`src/rtl/readout_tx_pulse_sequencer.sv`:
```
// -----------------------------------------------------------------------------
// readout_tx_pulse_sequencer
//
// Purpose:
//   Generates one shaped readout-transmit pulse per measurement request.
//   The pulse is a stream of (amplitude, carrier phase) samples:
//     ramp-up  : ramp_mem[0 .. RAMP_LEN-1]
//     hold     : amp_hold, up to MAX_TRIAL trials of STEP_LIMIT_THRESHOLD
//                samples each, or cut short by stop_meas
//     ramp-down: ramp_mem[RAMP_LEN-1 .. 0]
//   followed by a single DONE cycle that reports how many trials were begun.
//   The carrier phase starts at 0 on the first sample and advances by the
//   programmed frequency word on every valid sample.
//
// Configuration:
//   READOUT_TX_RAMP_EN  defined   -> ramp memory and ramp-up/ramp-down present
//                       undefined -> no ramp memory, ramp_wr_* are ignored,
//                                    the pulse is the hold section only
//
// Ports:
//   clk, rst            clock, asynchronous active-low reset
//   freq_wr_en/_data    phase increment write (ignored while busy)
//   amp_wr_en/_data     hold amplitude write (ignored while busy)
//   ramp_wr_en/_addr/_data  ramp memory write (ignored while busy)
//   start_meas          measurement request, accepted only when idle
//   stop_meas           early stop, honoured only during the hold section
//   busy_out            high while a measurement is in progress
//   valid_out           sample valid; amp_out/phase_out are 0 when low
//   amp_out, phase_out  envelope amplitude and carrier phase
//   start_count_out     pulse with the first hold sample
//   finish_count_out    pulse with the last hold sample
//   done_out            pulse, measurement complete
//   trials_used_out     trials begun, valid together with done_out
// -----------------------------------------------------------------------------
module readout_tx_pulse_sequencer #(
  parameter int DATA_WIDTH           = 16,
  parameter int PHASE_WIDTH          = 16,
  parameter int RAMP_LEN             = 8,
  parameter int RAMP_ADDR_WIDTH      = 3,
  parameter int STEP_LIMIT_THRESHOLD = 125,
  parameter int MAX_TRIAL            = 10,
  parameter int STEP_COUNTER_WIDTH   = 8,
  parameter int TRIAL_COUNTER_WIDTH  = 4
) (
  input  logic                           clk,
  input  logic                           rst,
  input  logic                           freq_wr_en,
  input  logic [PHASE_WIDTH-1:0]         freq_wr_data,
  input  logic                           amp_wr_en,
  input  logic [DATA_WIDTH-1:0]          amp_wr_data,
  input  logic                           ramp_wr_en,
  input  logic [RAMP_ADDR_WIDTH-1:0]     ramp_wr_addr,
  input  logic [DATA_WIDTH-1:0]          ramp_wr_data,
  input  logic                           start_meas,
  input  logic                           stop_meas,
  output logic                           busy_out,
  output logic                           valid_out,
  output logic [DATA_WIDTH-1:0]          amp_out,
  output logic [PHASE_WIDTH-1:0]         phase_out,
  output logic                           start_count_out,
  output logic                           finish_count_out,
  output logic                           done_out,
  output logic [TRIAL_COUNTER_WIDTH-1:0] trials_used_out
);

  typedef enum logic [2:0] {
    IDLE,
    RAMP_UP,
    HOLD,
    RAMP_DOWN,
    DONE
  } state_t;

  localparam logic [STEP_COUNTER_WIDTH-1:0]  STEP_LAST  = STEP_COUNTER_WIDTH'(STEP_LIMIT_THRESHOLD - 1);
  localparam logic [TRIAL_COUNTER_WIDTH-1:0] TRIAL_LAST = TRIAL_COUNTER_WIDTH'(MAX_TRIAL - 1);
  localparam logic [TRIAL_COUNTER_WIDTH-1:0] TRIAL_MAX  = TRIAL_COUNTER_WIDTH'(MAX_TRIAL);
  // With a one-sample hold section the very first hold sample is also the last.
  localparam logic SINGLE_SAMPLE = (MAX_TRIAL * STEP_LIMIT_THRESHOLD == 1);

  state_t                         state;
  logic [PHASE_WIDTH-1:0]         freq_word;
  logic [DATA_WIDTH-1:0]          amp_hold;
  // Phase that the next emitted sample will carry.
  logic [PHASE_WIDTH-1:0]         phase_acc;
  // Step/trial position of the hold sample currently on the outputs.
  logic [STEP_COUNTER_WIDTH-1:0]  step_cnt;
  logic [TRIAL_COUNTER_WIDTH-1:0] trial_cnt;

  logic [STEP_COUNTER_WIDTH-1:0]  step_next;
  logic [TRIAL_COUNTER_WIDTH-1:0] trial_next;
  logic [TRIAL_COUNTER_WIDTH-1:0] trials_report;
  logic                           next_is_last;

`ifdef READOUT_TX_RAMP_EN
  localparam logic [RAMP_ADDR_WIDTH-1:0] RAMP_LAST = RAMP_ADDR_WIDTH'(RAMP_LEN - 1);
  logic [DATA_WIDTH-1:0]      ramp_mem [RAMP_LEN];
  // Index of the ramp entry currently on the outputs.
  logic [RAMP_ADDR_WIDTH-1:0] ramp_idx;
`else
  localparam int UNUSED_RAMP_LEN = RAMP_LEN;
  logic unused_ramp_wr;
  assign unused_ramp_wr = ^{ramp_wr_en, ramp_wr_addr, ramp_wr_data};
`endif

  // Position of the following hold sample, whether that sample is the
  // natural end of the hold section, and the trial count reported at DONE
  // (index of the trial in which the hold section ended, plus one, saturated).
  always_comb begin
    step_next  = step_cnt + 1'b1;
    trial_next = trial_cnt;
    if (step_cnt == STEP_LAST) begin
      step_next  = '0;
      trial_next = trial_cnt + 1'b1;
    end
    next_is_last  = (trial_next == TRIAL_LAST) && (step_next == STEP_LAST);
    trials_report = (trial_cnt >= TRIAL_LAST) ? TRIAL_MAX : trial_cnt + 1'b1;
  end

  // Single sequencer process. Every output is a register that holds the
  // sample currently being presented; each clock edge decides the next sample
  // from the present state. Configuration writes are only taken while idle so
  // a running pulse can never change shape half way through.
  always_ff @(posedge clk or negedge rst) begin
    if (!rst) begin
      state            <= IDLE;
      freq_word        <= '0;
      amp_hold         <= '0;
      phase_acc        <= '0;
      step_cnt         <= '0;
      trial_cnt        <= '0;
      busy_out         <= 1'b0;
      valid_out        <= 1'b0;
      amp_out          <= '0;
      phase_out        <= '0;
      start_count_out  <= 1'b0;
      finish_count_out <= 1'b0;
      done_out         <= 1'b0;
      trials_used_out  <= '0;
`ifdef READOUT_TX_RAMP_EN
      ramp_idx         <= '0;
      for (int i = 0; i < RAMP_LEN; i++) begin
        ramp_mem[i] <= '0;
      end
`endif
    end else begin
      start_count_out <= 1'b0;
      done_out        <= 1'b0;

      if (!busy_out) begin
        if (freq_wr_en) freq_word <= freq_wr_data;
        if (amp_wr_en)  amp_hold  <= amp_wr_data;
`ifdef READOUT_TX_RAMP_EN
        if (ramp_wr_en) ramp_mem[ramp_wr_addr] <= ramp_wr_data;
`endif
      end

      case (state)
        IDLE: begin
          if (start_meas) begin
            busy_out  <= 1'b1;
            valid_out <= 1'b1;
            phase_out <= '0;
            phase_acc <= freq_word;
            step_cnt  <= '0;
            trial_cnt <= '0;
`ifdef READOUT_TX_RAMP_EN
            state            <= RAMP_UP;
            amp_out          <= ramp_mem[0];
            ramp_idx         <= '0;
            finish_count_out <= 1'b0;
`else
            state            <= HOLD;
            amp_out          <= amp_hold;
            start_count_out  <= 1'b1;
            finish_count_out <= SINGLE_SAMPLE;
`endif
          end
        end

`ifdef READOUT_TX_RAMP_EN
        RAMP_UP: begin
          phase_out <= phase_acc;
          phase_acc <= phase_acc + freq_word;
          if (ramp_idx == RAMP_LAST) begin
            state            <= HOLD;
            amp_out          <= amp_hold;
            start_count_out  <= 1'b1;
            finish_count_out <= SINGLE_SAMPLE;
          end else begin
            ramp_idx <= ramp_idx + 1'b1;
            amp_out  <= ramp_mem[ramp_idx + 1'b1];
          end
        end
`endif

        HOLD: begin
          if (finish_count_out) begin
            // The sample on the outputs closed the hold section; trial_cnt is
            // frozen from here on so DONE can report it.
            finish_count_out <= 1'b0;
`ifdef READOUT_TX_RAMP_EN
            state     <= RAMP_DOWN;
            amp_out   <= ramp_mem[RAMP_LAST];
            ramp_idx  <= RAMP_LAST;
            phase_out <= phase_acc;
            phase_acc <= phase_acc + freq_word;
`else
            state           <= DONE;
            valid_out       <= 1'b0;
            amp_out         <= '0;
            phase_out       <= '0;
            done_out        <= 1'b1;
            trials_used_out <= trials_report;
`endif
          end else begin
            // stop_meas seen while launching a hold sample marks that sample
            // as the last one; if it coincides with the natural end the two
            // simply merge into the same flag.
            step_cnt         <= step_next;
            trial_cnt        <= trial_next;
            phase_out        <= phase_acc;
            phase_acc        <= phase_acc + freq_word;
            finish_count_out <= stop_meas || next_is_last;
          end
        end

`ifdef READOUT_TX_RAMP_EN
        RAMP_DOWN: begin
          if (ramp_idx == '0) begin
            state           <= DONE;
            valid_out       <= 1'b0;
            amp_out         <= '0;
            phase_out       <= '0;
            done_out        <= 1'b1;
            trials_used_out <= trials_report;
          end else begin
            ramp_idx  <= ramp_idx - 1'b1;
            amp_out   <= ramp_mem[ramp_idx - 1'b1];
            phase_out <= phase_acc;
            phase_acc <= phase_acc + freq_word;
          end
        end
`endif

        DONE: begin
          state           <= IDLE;
          busy_out        <= 1'b0;
          trials_used_out <= '0;
        end

        default: begin
          state     <= IDLE;
          busy_out  <= 1'b0;
          valid_out <= 1'b0;
          amp_out   <= '0;
          phase_out <= '0;
        end
      endcase
    end
  end

endmodule

```
`config.mk`:
```
export PLATFORM = sky130hd
export DESIGN_NAME = readout_tx_pulse_sequencer
export DESIGN_NICKNAME = d
export VERILOG_FILES = /design/src/rtl/readout_tx_pulse_sequencer.sv
export SDC_FILE = /design/constraint.sdc
export NUM_CORES = 1
export LEC_CHECK = 0
export ABC_AREA = 1
export CAP_MARGIN = 5
export CORE_MARGIN = 3
export CORE_UTILIZATION = 40
export DETAILED_ROUTE_END_ITERATION = 8
export GPL_TIMING_DRIVEN = 0
export PLACE_DENSITY = 0.65
export SLEW_MARGIN = 20
export SYNTH_ARGS = -nofsm -noshare
export SYNTH_HDL_FRONTEND = slang
export SYNTH_SLANG_ARGS = --single-unit
```
`constraint.sdc`:
```
create_clock -name clk -period 2.6 [get_ports clk]
set_input_delay 0.52 -clock clk [delete_from_list [all_inputs] [get_ports clk]]
set_output_delay 0.52 -clock clk [all_outputs]
set_load 0.1 [all_outputs]
```
==> summary.txt, run 1 <==
Status
  • Status: completed

Worst setup path
  • Setup crit end kind: output pin
  • Critical path arrival: 2000 ps
  • Critical Path Stages: 1
  • Crit-path cells: clkdlybuf4s50_1
  • CP max stage delay: 1200 ps
  • Worst setup SP type: flop
  • R2R depth: 13
  • Crit path max fanout: 4
  • Worst path slowest cell: clkdlybuf4s50_1
  • Kind of cell adding the most delay to the critical path: buffers and inverters
  • Required time worst endpoint: 2080 ps
  • Crit Path Class: flop to output pin
  • CP bufs+invs: 1

STA
  • Fmax: 397 MHz
  • Max Clock Skew: 5.52 ps
  • Setup violators final: 0
  • Slew headroom: 0.322
  • Tcrit/Tclk final: 0.969
  • Final hold vios: 0
  • PnR worst setup slack: 79.8 ps
  • Final min period: 2520 ps
  • Pins Over Slew Limit: 0
  • Worst Tran Pin Value: 1010 ps
  • Unrepaired setup endpoints after global routing: false

Placed design
  • Gp weighted congestion: 0.869
  • Input/output buffers: 78
  • DP HPWL: 9.32 mm
  • Pre-CTS setup slack: 398 ps

Drt
  • Vias: 4202
  • 1st-iter DRT viols: 287
  • DR pass1 iterations: 4
  • WL/cell: 15.0 µm
  • Vias per cell: 4.97
  • Total wire length: 12.7 mm
  • WL met2: 5.72 mm
  • Max layer used: met4
  • Met3 wire length: 721 µm
  • Antenna viol nets, final: 0
  • M1 WL: 5.95 mm
  • DRC errors left: 0

Yosys
  • EDFF count, synth: 0
  • Post-Synthesis Cells: 583
  • Synth Register Bits: 103
  • Most used DFF post-synth: dfrtp_1
  • Post-Syn Nets: 662
  • Register area share after synthesis: 0.498
  • Asr flop ratio synth: 1.00
  • Syn_area_per_cell: 8.87 µm²
  • Synth cell types: 41
  • Post-Syn Area: 5170 µm²
  • Total number of yosys warnings: 0

Floorplanning
  • Width of the die: 120 µm
  • Initial Util: 0.420
  • Die Y: 120 µm
  • Core footprint: 12300 µm²
  • # rows: 40
  • Die area: 14300 µm²
  • I/O pin cnt: 99

Clocking
  • Root buffer cell: clkbuf_16
  • Clk slew on worst S/H paths: 70 ps
  • Clock latency on the worst-skew pair: 360 ps
  • Post-CTS sizing: 0
  • Max clock buf depth: 2
  • Post-CTS Setup Inserts: 0
  • # hold bufs at CTS: 0
  • TritonCTS buffer count: 9
  • H-tree depth: 3
  • CTS tree: yes
  • CTS sink count: 103

Layout
  • Commonest non-fill, non-tap cells in the layout: nand2_1, dfrtp_1, clkdlybuf4s50_1, inv_1, a21oi_1
  • N_diodes: 0
  • Fillcell total: 1178
  • P&R area growth vs syn: 25.8%
  • NumNets Final: 752
  • Reg area: 2580 µm²
  • Multi-input gate area: 2280 µm²
  • Most common cell after layout, fill and taps aside: nand2_1
  • Share of layout cells above drive strength 1: 0.115

Global route
  • Tot GR Track Use: 0.181
  • GRT Residual Overflow: 0
  • Initial antenna violation count: 0
  • Vias in the first global route: 4119
  • First-pass GRT wire length: 20.5 mm
  • Largest net degree at the start of global routing: 67

Min path
  • Hold Crit Class: input pin to async pin

Job
  • Maxcap violations: 0
==> through the flow <==
stage / TNS (ps) / instance area (µm²) / cells / util / hold slack [ps]
CTS: 0 / 6510 / 846 / 0.529 / 66.3
global placement: -292470 / 6160 / 829 / 0.501 / 457
detailed placement: 0 / 6190 / 830 / 0.503 / 448
finish: 0 / 6510 / 846 / 0.529 / 53.9
floorplan: 0 / 5170 / 583 / - / 224
global route: 0 / 6510 / 846 / 0.529 / 84.9
==> kinds of logic (layout without fill, tap and decap cells) <==
kind of cell	count (synthesis)	after routing	synth area share
multiplexers	25	25	0.0544
AND/OR/NAND/NOR	256	256	0.210
flip-flops	103	103	0.498
AO/OA/AOI/OAI	99	99	0.115
XOR/XNOR	5	5	0.00847
buffers and inverters	74	169	0.0617
adder cells (fa/ha/maj)	21	21	0.0522
==> sequential cells by signal (all words and copies together) (netlist names) <==
register          cells
amp_hold             16
amp_out              16
freq_word            16
phase_acc            16
phase_out            16
step_cnt              8
trial_cnt             4
trials_used_out       4
state                 2
busy_out              1
done_out              1
finish_count_out      1
start_count_out       1
valid_out             1
==> cells in the mapped netlist (10+ instances only) <==
| library cell | number | area share |
|---|---|---|
| dfrtp_1 | 103 | 0.50 |
| inv_1 | 50 | 0.036 |
| a22o_1 | 15 | 0.025 |
| buf_2 | 10 | 0.0097 |
| a21oi_1 | 41 | 0.040 |
| ha_1 | 20 | 0.048 |
| nor2_1 | 36 | 0.026 |
| nand2_1 | 165 | 0.12 |
| o21ai_0 | 17 | 0.016 |
| o21ai_1 | 11 | 0.011 |
| nand3_1 | 28 | 0.027 |
| mux2_2 | 25 | 0.054 |
==> area by class of cell <==
| type | count | area share |
|---|---|---|
| plain buffers | 17 | 0.0158 |
| clock buffers | 9 | 0.0346 |
| clock inverters | 7 | 0.0138 |
| inverters | 57 | 0.0333 |
| multi-input cells | 406 | 0.350 |
| flip-flops and latches | 103 | 0.396 |
| well taps | 168 | 0.0323 |
| repair buffers | 79 | 0.124 |
==> worst paths after layout <==
path                                  start          endpoint  slack (ps)
setup reg to reg               phase_acc[0]     phase_acc[10]         380
max in group asynchronous               rst     phase_acc[14]        1920
hold / removal                          rst      trial_cnt[2]          50
setup / recovery           finish_count_out  finish_count_out          80
min in group clk               phase_out[0]      phase_out[0]         470
hold reg to reg                phase_out[0]      phase_out[0]         470
==> per-layer routing <==
layer | track usage | vias up
li1 | - | 2087
met2 | 0.282 | 106
met5 | 0 | -
met1 | 0.251 | 1991
met4 | 0.0730 | 0
met3 | 0.0306 | 18
Power of run 1 is not shown: default switching activity piles up to over one toggle a cycle in this logic, so the estimate is an artifact.
==> run 2, diff against run 1 <==
--- a/config.mk
+++ b/config.mk
@@ -9,6 +9,7 @@
 export CAP_MARGIN = 5
 export CORE_MARGIN = 3
 export CORE_UTILIZATION = 40
+export CTS_CLUSTER_DIAMETER = 40
 export DETAILED_ROUTE_END_ITERATION = 8
 export GPL_TIMING_DRIVEN = 0
 export PLACE_DENSITY = 0.65
==> results of run 2 <==
No change in the layout: final DEF, timing and power equal those of run 1.
Power of run 2 is left out for the same reason.
==> run 3, diff against run 2 <==
--- a/config.mk
+++ b/config.mk
@@ -10,6 +10,7 @@
 export CORE_MARGIN = 3
 export CORE_UTILIZATION = 40
 export CTS_CLUSTER_DIAMETER = 40
+export CTS_CLUSTER_SIZE = 10
 export DETAILED_ROUTE_END_ITERATION = 8
 export GPL_TIMING_DRIVEN = 0
 export PLACE_DENSITY = 0.65
==> constraint.sdc (replaced) <==
create_clock -name clk -period 2.6 [get_ports clk]
set_input_delay 0.52 -clock clk [delete_from_list [all_inputs] [get_ports clk]]
set_output_delay 0.52 -clock clk [all_outputs]
set_load 0.01 [all_outputs]
==> results of run 3 <==
The final DEF is identical to that of run 1. Status: completed.
Among the figures that moved: setup slack after layout 79.8 ps -> 379 ps; start point of the critical path finish_count_out -> phase_acc[0]; end point of the critical path finish_count_out -> phase_acc[10]
No activity file was read; power rests on OpenSTA's default activity.
